### src/rtl/l1_dcache_ctrl_if.sv
// Memory-side bus of the L1 data cache: one outstanding request at a time,
// completed by a single-cycle ack pulse that carries read data.
interface l1_dcache_ctrl_if #(
  parameter int data_size = 32
);
  logic                 mem_req;
  logic                 mem_we;
  logic [data_size-1:0] mem_addr;
  logic [data_size-1:0] mem_wdata;
  logic                 mem_ack;
  logic [data_size-1:0] mem_rdata;

  // Cache controller side
  modport master (
    output mem_req, mem_we, mem_addr, mem_wdata,
    input  mem_ack, mem_rdata
  );

  // Backing memory side
  modport slave (
    input  mem_req, mem_we, mem_addr, mem_wdata,
    output mem_ack, mem_rdata
  );
endinterface

### src/rtl/l1_dcache_ctrl.sv
// Direct-mapped, write-through, no-write-allocate L1 data cache controller.
// Load hits complete with no added cycles; load misses and every store
// stall the pipeline until the backing memory acknowledges.
module l1_dcache_ctrl #(
  parameter int data_size  = 32,
  parameter int index_bits = 4
) (
  input  logic                 clk,
  input  logic                 rst,
  input  logic                 M_MemRead,
  input  logic                 M_MemWrite,
  input  logic [data_size-1:0] M_Addr,
  input  logic [data_size-1:0] M_Write_Data,
  output logic [data_size-1:0] M_DM_Read_Data,
  output logic                 stall,
  l1_dcache_ctrl_if.master     mem,
  output logic [15:0]          hit_count,
  output logic [15:0]          miss_count
);

  localparam int lines    = 2 ** index_bits;
  localparam int tag_bits = data_size - index_bits - 2;

  typedef enum logic [1:0] {IDLE, RMISS, WRITE, DONE} state_t;

  state_t state, next_state;

  logic [lines-1:0]     valid;
  logic [tag_bits-1:0]  tag_arr  [lines];
  logic [data_size-1:0] data_arr [lines];

  logic [data_size-1:0] ret_data;
  logic [data_size-1:0] lat_addr;
  logic [data_size-1:0] lat_data;
  logic                 done_load;

  logic [index_bits-1:0] cur_index;
  logic [tag_bits-1:0]   cur_tag;
  logic [index_bits-1:0] lat_index;
  logic [tag_bits-1:0]   lat_tag;
  logic                  hit;
  logic                  is_read;
  logic                  is_write;
  logic                  unused_addr_bits;

  assign cur_index = M_Addr[index_bits+1:2];
  assign cur_tag   = M_Addr[data_size-1:index_bits+2];
  assign lat_index = lat_addr[index_bits+1:2];
  assign lat_tag   = lat_addr[data_size-1:index_bits+2];
  assign hit       = valid[cur_index] && (tag_arr[cur_index] == cur_tag);

  // A simultaneous read and write request is handled as a write
  assign is_write  = M_MemWrite;
  assign is_read   = M_MemRead && !M_MemWrite;

  // Byte offset inside the word plays no role in a word-organised cache
  assign unused_addr_bits = ^M_Addr[1:0];

  // Bus address and data come only from latched registers, never from M_* inputs
  assign mem.mem_addr  = lat_addr;
  assign mem.mem_wdata = lat_data;

  // State register
  always_ff @(posedge clk or negedge rst) begin
    if (!rst) state <= IDLE;
    else      state <= next_state;
  end

  // Next-state decode plus stall, bus strobes and load data selection
  always_comb begin
    next_state     = state;
    stall          = 1'b0;
    mem.mem_req    = 1'b0;
    mem.mem_we     = 1'b0;
    M_DM_Read_Data = data_arr[cur_index];
    case (state)
      IDLE: begin
        if (is_write) begin
          stall      = 1'b1;
          next_state = WRITE;
        end else if (is_read && !hit) begin
          stall      = 1'b1;
          next_state = RMISS;
        end
      end
      RMISS: begin
        stall       = 1'b1;
        mem.mem_req = 1'b1;
        if (mem.mem_ack) next_state = DONE;
      end
      WRITE: begin
        stall       = 1'b1;
        mem.mem_req = 1'b1;
        mem.mem_we  = 1'b1;
        if (mem.mem_ack) next_state = DONE;
      end
      DONE: begin
        if (done_load) M_DM_Read_Data = ret_data;
        next_state = IDLE;
      end
      default: next_state = IDLE;
    endcase
  end

  // Line arrays: write-hit update in IDLE, refill when a read miss is acknowledged
  always_ff @(posedge clk or negedge rst) begin
    if (!rst) begin
      valid <= '0;
      for (int i = 0; i < lines; i++) begin
        tag_arr[i]  <= '0;
        data_arr[i] <= '0;
      end
    end else begin
      if (state == IDLE && is_write && hit)
        data_arr[cur_index] <= M_Write_Data;
      if (state == RMISS && mem.mem_ack) begin
        valid[lat_index]    <= 1'b1;
        tag_arr[lat_index]  <= lat_tag;
        data_arr[lat_index] <= mem.mem_rdata;
      end
    end
  end

  // Request latches, load return register and saturating hit/miss counters
  always_ff @(posedge clk or negedge rst) begin
    if (!rst) begin
      lat_addr   <= '0;
      lat_data   <= '0;
      ret_data   <= '0;
      done_load  <= 1'b0;
      hit_count  <= '0;
      miss_count <= '0;
    end else begin
      if (state == IDLE) begin
        if (is_write) begin
          lat_addr  <= {M_Addr[data_size-1:2], 2'b00};
          lat_data  <= M_Write_Data;
          done_load <= 1'b0;
        end else if (is_read && !hit) begin
          lat_addr  <= {M_Addr[data_size-1:2], 2'b00};
          done_load <= 1'b1;
          if (miss_count != 16'hFFFF) miss_count <= miss_count + 16'd1;
        end else if (is_read && hit) begin
          if (hit_count != 16'hFFFF) hit_count <= hit_count + 16'd1;
        end
      end
      if (state == RMISS && mem.mem_ack)
        ret_data <= mem.mem_rdata;
    end
  end

endmodule

### src/flat_wrapper.sv
// flat-port wrapper written by rule: the top's interface ports become plain ports
module l1_dcache_ctrl_flat 
#(
  parameter int data_size  = 32,
  parameter int index_bits = 4
)
  (clk, rst, M_MemRead, M_MemWrite, M_Addr, M_Write_Data, M_DM_Read_Data, stall, hit_count, miss_count, mem_mem_req, mem_mem_we, mem_mem_addr, mem_mem_wdata, mem_mem_ack, mem_mem_rdata);
  l1_dcache_ctrl_if #(.data_size(data_size)) mem_i ();
  input  logic clk;
  input  logic rst;
  input  logic M_MemRead;
  input  logic M_MemWrite;
  input  logic [data_size-1:0] M_Addr;
  input  logic [data_size-1:0] M_Write_Data;
  output logic [data_size-1:0] M_DM_Read_Data;
  output logic stall;
  output logic [15:0] hit_count;
  output logic [15:0] miss_count;
  output wire logic [$bits(mem_i.mem_req)-1:0] mem_mem_req;
  output wire logic [$bits(mem_i.mem_we)-1:0] mem_mem_we;
  output wire logic [$bits(mem_i.mem_addr)-1:0] mem_mem_addr;
  output wire logic [$bits(mem_i.mem_wdata)-1:0] mem_mem_wdata;
  input wire logic [$bits(mem_i.mem_ack)-1:0] mem_mem_ack;
  input wire logic [$bits(mem_i.mem_rdata)-1:0] mem_mem_rdata;
  assign mem_mem_req = mem_i.mem_req;
  assign mem_mem_we = mem_i.mem_we;
  assign mem_mem_addr = mem_i.mem_addr;
  assign mem_mem_wdata = mem_i.mem_wdata;
  assign mem_i.mem_ack = mem_mem_ack;
  assign mem_i.mem_rdata = mem_mem_rdata;
  l1_dcache_ctrl #(.data_size(data_size), .index_bits(index_bits)) u_core (.clk(clk), .rst(rst), .M_MemRead(M_MemRead), .M_MemWrite(M_MemWrite), .M_Addr(M_Addr), .M_Write_Data(M_Write_Data), .M_DM_Read_Data(M_DM_Read_Data), .stall(stall), .mem(mem_i), .hit_count(hit_count), .miss_count(miss_count));
endmodule
### config.mk
export PLATFORM = sky130hd
export DESIGN_NAME = l1_dcache_ctrl_flat
export DESIGN_NICKNAME = d
export VERILOG_FILES = /design/src/rtl/l1_dcache_ctrl_if.sv /design/src/rtl/l1_dcache_ctrl.sv /design/src/flat_wrapper.sv
export SDC_FILE = /design/constraint.sdc
export NUM_CORES = 2
export LEC_CHECK = 0
export CAP_MARGIN = 10
export CORE_MARGIN = 1
export CORE_UTILIZATION = 30
export DETAILED_ROUTE_END_ITERATION = 16
export HOLD_SLACK_MARGIN = 0.15
export PLACE_DENSITY = 0.54
export SLEW_MARGIN = 20
export SYNTH_ARGS = -nofsm -noshare
export SYNTH_HDL_FRONTEND = slang
export SYNTH_SLANG_ARGS = --single-unit
### constraint.sdc
create_clock -name clk -period 13.9 [get_ports clk]
set_clock_uncertainty 0.15 [all_clocks]
set_input_delay 3.475 -clock clk [delete_from_list [all_inputs] [get_ports clk]]
set_output_delay 3.475 -clock clk [all_outputs]
set_load 0.01 [all_outputs]
==> flow_metrics.tcl <==
set metrics [dict create \
    p_total_mw 11.5 \
    r2r-end "u_core.data_arr[1]$_DFF_PN0_" \
    chipHeight_um 427 \
    syn_area_sq_um 54200 \
    syn_inst 4406 \
    wl_per_cell_um 24.7 \
    cts.sinks 1073 \
    status "finished, final reports clean" \
    place_ws_ns 2.37 \
    path_clk_slew_ns 0.06 \
    finalSetupTns_ns 0 \
    crit_path_start_kind "input pin" \
    cts_max_path_buffers 3 \
    drc 0 \
    grt_setup_unrepaired "no" \
    reg2reg_depth 11 \
    slowest_stage "buf_4" \
    mostFrequentLayoutCell "dfrtp_1" \
    setup_slack_ns 2.35 \
    dr.pass1.iters 5 \
    ctsResizeCount 0 \
    synthXorXnorAreaFrac 0.00809 \
    area_growth_pct 14.5 \
    cts_tree "yes" \
    yosys.area_share.simple 0.0639 \
    min_period_ns 11.55 \
    rows 155 \
    synth_top_family_by_area "multiplexers" \
    ys_warn_count 0 \
    maxSlewHeadroom 0.261 \
    worstPathArrival_ns 7.92 \
    synth_edf_count 0 \
    io_pins 232 \
    final_cell_mix "dfrtp_1, mux2i_1, mux2_2, nand2_1, o21ai_0" \
    r2r_setup_slack_ns 9.37 \
    syn_area_per_cell_sq_um 12.3 \
    cts_root_buf "clkbuf_16" \
    synthAdderAreaFrac 0.00185 \
    critPathMaxFanout 56 \
    slew_viol_final 0 \
    slowest_delay_ns 0.78 \
    port_buffers 227 \
    worstSetupPathType "in -> out" \
    grt_pass1_vias 36200 \
    maxCapViolations 0 \
    hp-start "u_core.valid[15]$_DFFE_PN0P_" \
    worst_pin_slew_ns 1.11 \
    gp_congestion 0.812 \
    yosysUniqueCellTypes 73 \
    crit_path_end_kind "output pin" \
    muxShareOfSynthArea 0.325 \
    min_to "u_core.valid[15]$_DFFE_PN0P_" \
    hpwl_um 93300 \
    postCtsSetupRepairBufs 0 \
    coreArea_sq_um 179000 \
    reg2reg_from "u_core.tag_arr[154]$_DFFE_PN0P_" \
    holdCritPathClass "reg -> reg" \
    synth_flop_cell "dfrtp_1" \
    die_x_um 427 \
    ys_ff_latch 1073 \
    timing.fmax_mhz 86.6 \
    wl_um 168000 \
    synth_compound_area_frac 0.0631 \
    min_period_over_period 0.831 \
    holdBufCountCts 0 \
    setup_violations 0 \
    async_flop_share 1.00 \
    drive_above_1_share 0.252 \
    dpl_cell_area_sq_um 58000 \
    min_path_cells 1 \
    powerDensity_nw_per_um2 186 \
    grt_max_degree 161 \
    antenna_found_initial 11 \
    start_util 0.303 \
    overflow 0 \
    post-route-util 0.347 \
    num_vias 35200 \
    vias_per_cell 5.16 \
    drt_iter0_drc 2993 \
    crit_path_cell_trace "buf_4 -> buf_12 -> inv_4 -> buf_4 -> mux2i_1 -> xnor2_1 -> o32a_1 -> and4b_1 -> o21a_2 -> a21oi_1 -> clkdlybuf4s50_1" \
    ant_nets 0 \
    ys_seq_area_frac 0.496 \
    fin_area_sq_um 62000 \
    cts_htree_levels 3 \
    leakage_nw 30.0 \
    die-area_sq_um 182000 \
    numCtsBuffers 120 \
    crit_required_ns 10.27 \
    peakVddDrop_v 0.000117 \
    crit_path_frequent_cell "buf_4" \
    hold_viol 0 \
    grt_pass1_wl_um 250000 \
    grt_usage 0.184 \
    clk_latency_ns 0.78 \
    nets 4471 \
]
-- routing by layer --
metal  share of wire  up-vias  GRT usage  wire, um
met5         0.00035        -          0        59
met4           0.025       10     0.0480      4210
met3           0.048      252     0.0301      7990
met2            0.49      901      0.308     82000
met1            0.44    18300      0.247     74000
li1                -    15800          -         -
-- power breakdown --
| group | switching, mW | leakage (nW) | total (mW) | internal [mW] |
|---|---|---|---|---|
| Combinational | 1.34 | 14.0 | 3.15 | 1.81 |
| Clock | 1.36 | 1.94 | 3.25 | 1.89 |
| Sequential | 0.812 | 14.1 | 5.14 | 4.33 |
-- cell usage after synthesis, drive strengths merged, types with 5 or more instances --
cell	count	share of area
ha	8	0.0018
mux2i	590	0.11
a22oi	20	0.0028
o221ai	7	0.0011
dfrtp	1073	0.50
a21oi	201	0.019
nand2b	15	0.0017
or2	14	0.0016
a211oi	6	0.00083
and2	6	0.00069
xor2	24	0.0039
nand4	28	0.0065
nand3	20	0.0021
nor3	34	0.0031
mux4	235	0.098
a31o	5	0.00081
nor2	223	0.015
clkbuf	312	0.022
buf	156	0.018
inv	24	0.0017
nor4	23	0.0031
xnor2	26	0.0042
and3	15	0.0017
o21ai	338	0.031
mux2	570	0.12
nand2	360	0.025
nor2b	5	0.00058
o22ai	17	0.0020
-- how the worst max path moves through the flow --
stage | depth (start not counted) | slack [ns] | end | start
after detailed placement | 11 | 2.37 | stall | M_Addr[5]
after floorplan | 8 | 4.00 | M_DM_Read_Data[23] | M_Addr[2]
after global routing | 11 | 2.14 | stall | M_Addr[2]
final | 11 | 2.35 | stall | M_Addr[5]
after global placement | 11 | 2.39 | stall | M_Addr[5]
after CTS | 11 | 2.36 | stall | M_Addr[5]
-- kinds of logic after synthesis --
logic type / count (synthesis)
and+or+nand+nor: 758
adders and majority gates: 8
xor gates and xnor gates: 50
AOI/OAI and AO/OA: 629
buffers and inverters: 492
other: 1
muxes: 1395
DFF: 1073
-- registers in the layout, indices dropped and copies added (netlist names) --
register,cells
u_core.data_arr,512
u_core.mem.mem_addr,30
u_core.valid,16
u_core.state,2
u_core.tag_arr,416
u_core.miss_count,16
u_core.done_load,1
u_core.hit_count,16
u_core.mem.mem_wdata,32
u_core.ret_data,32
-- metrics by stage --
stage / hold WS (ns) / cells
global placement: 0.294 / 6595
detailed placement: 0.300 / 6595
global route: 0.329 / 6814
floorplan: 0.279 / 4407
CTS: 0.314 / 6813
finish: 0.319 / 6816
-- area by class of cell --
type,instances,area [sq um]
multi-input cells,2842,25200
fillers,17600,117000
repair buffers,301,2930
flip-flops and latches,1073,26900
clock buffers,177,3400
clock inverters,41,569
diodes,3,7.51
inverters,24,92.6
well taps,2355,2950
-- worst max-delay path, delay by kind of cell --
kind	cells	cell delay, ns
AOI/OAI and AO/OA	3	0.72
and+or+nand+nor	1	0.71
buffers and inverters	5	2.31
muxes	1	0.35
xor gates and xnor gates	1	0.21
(Power assumes the default switching activity.)
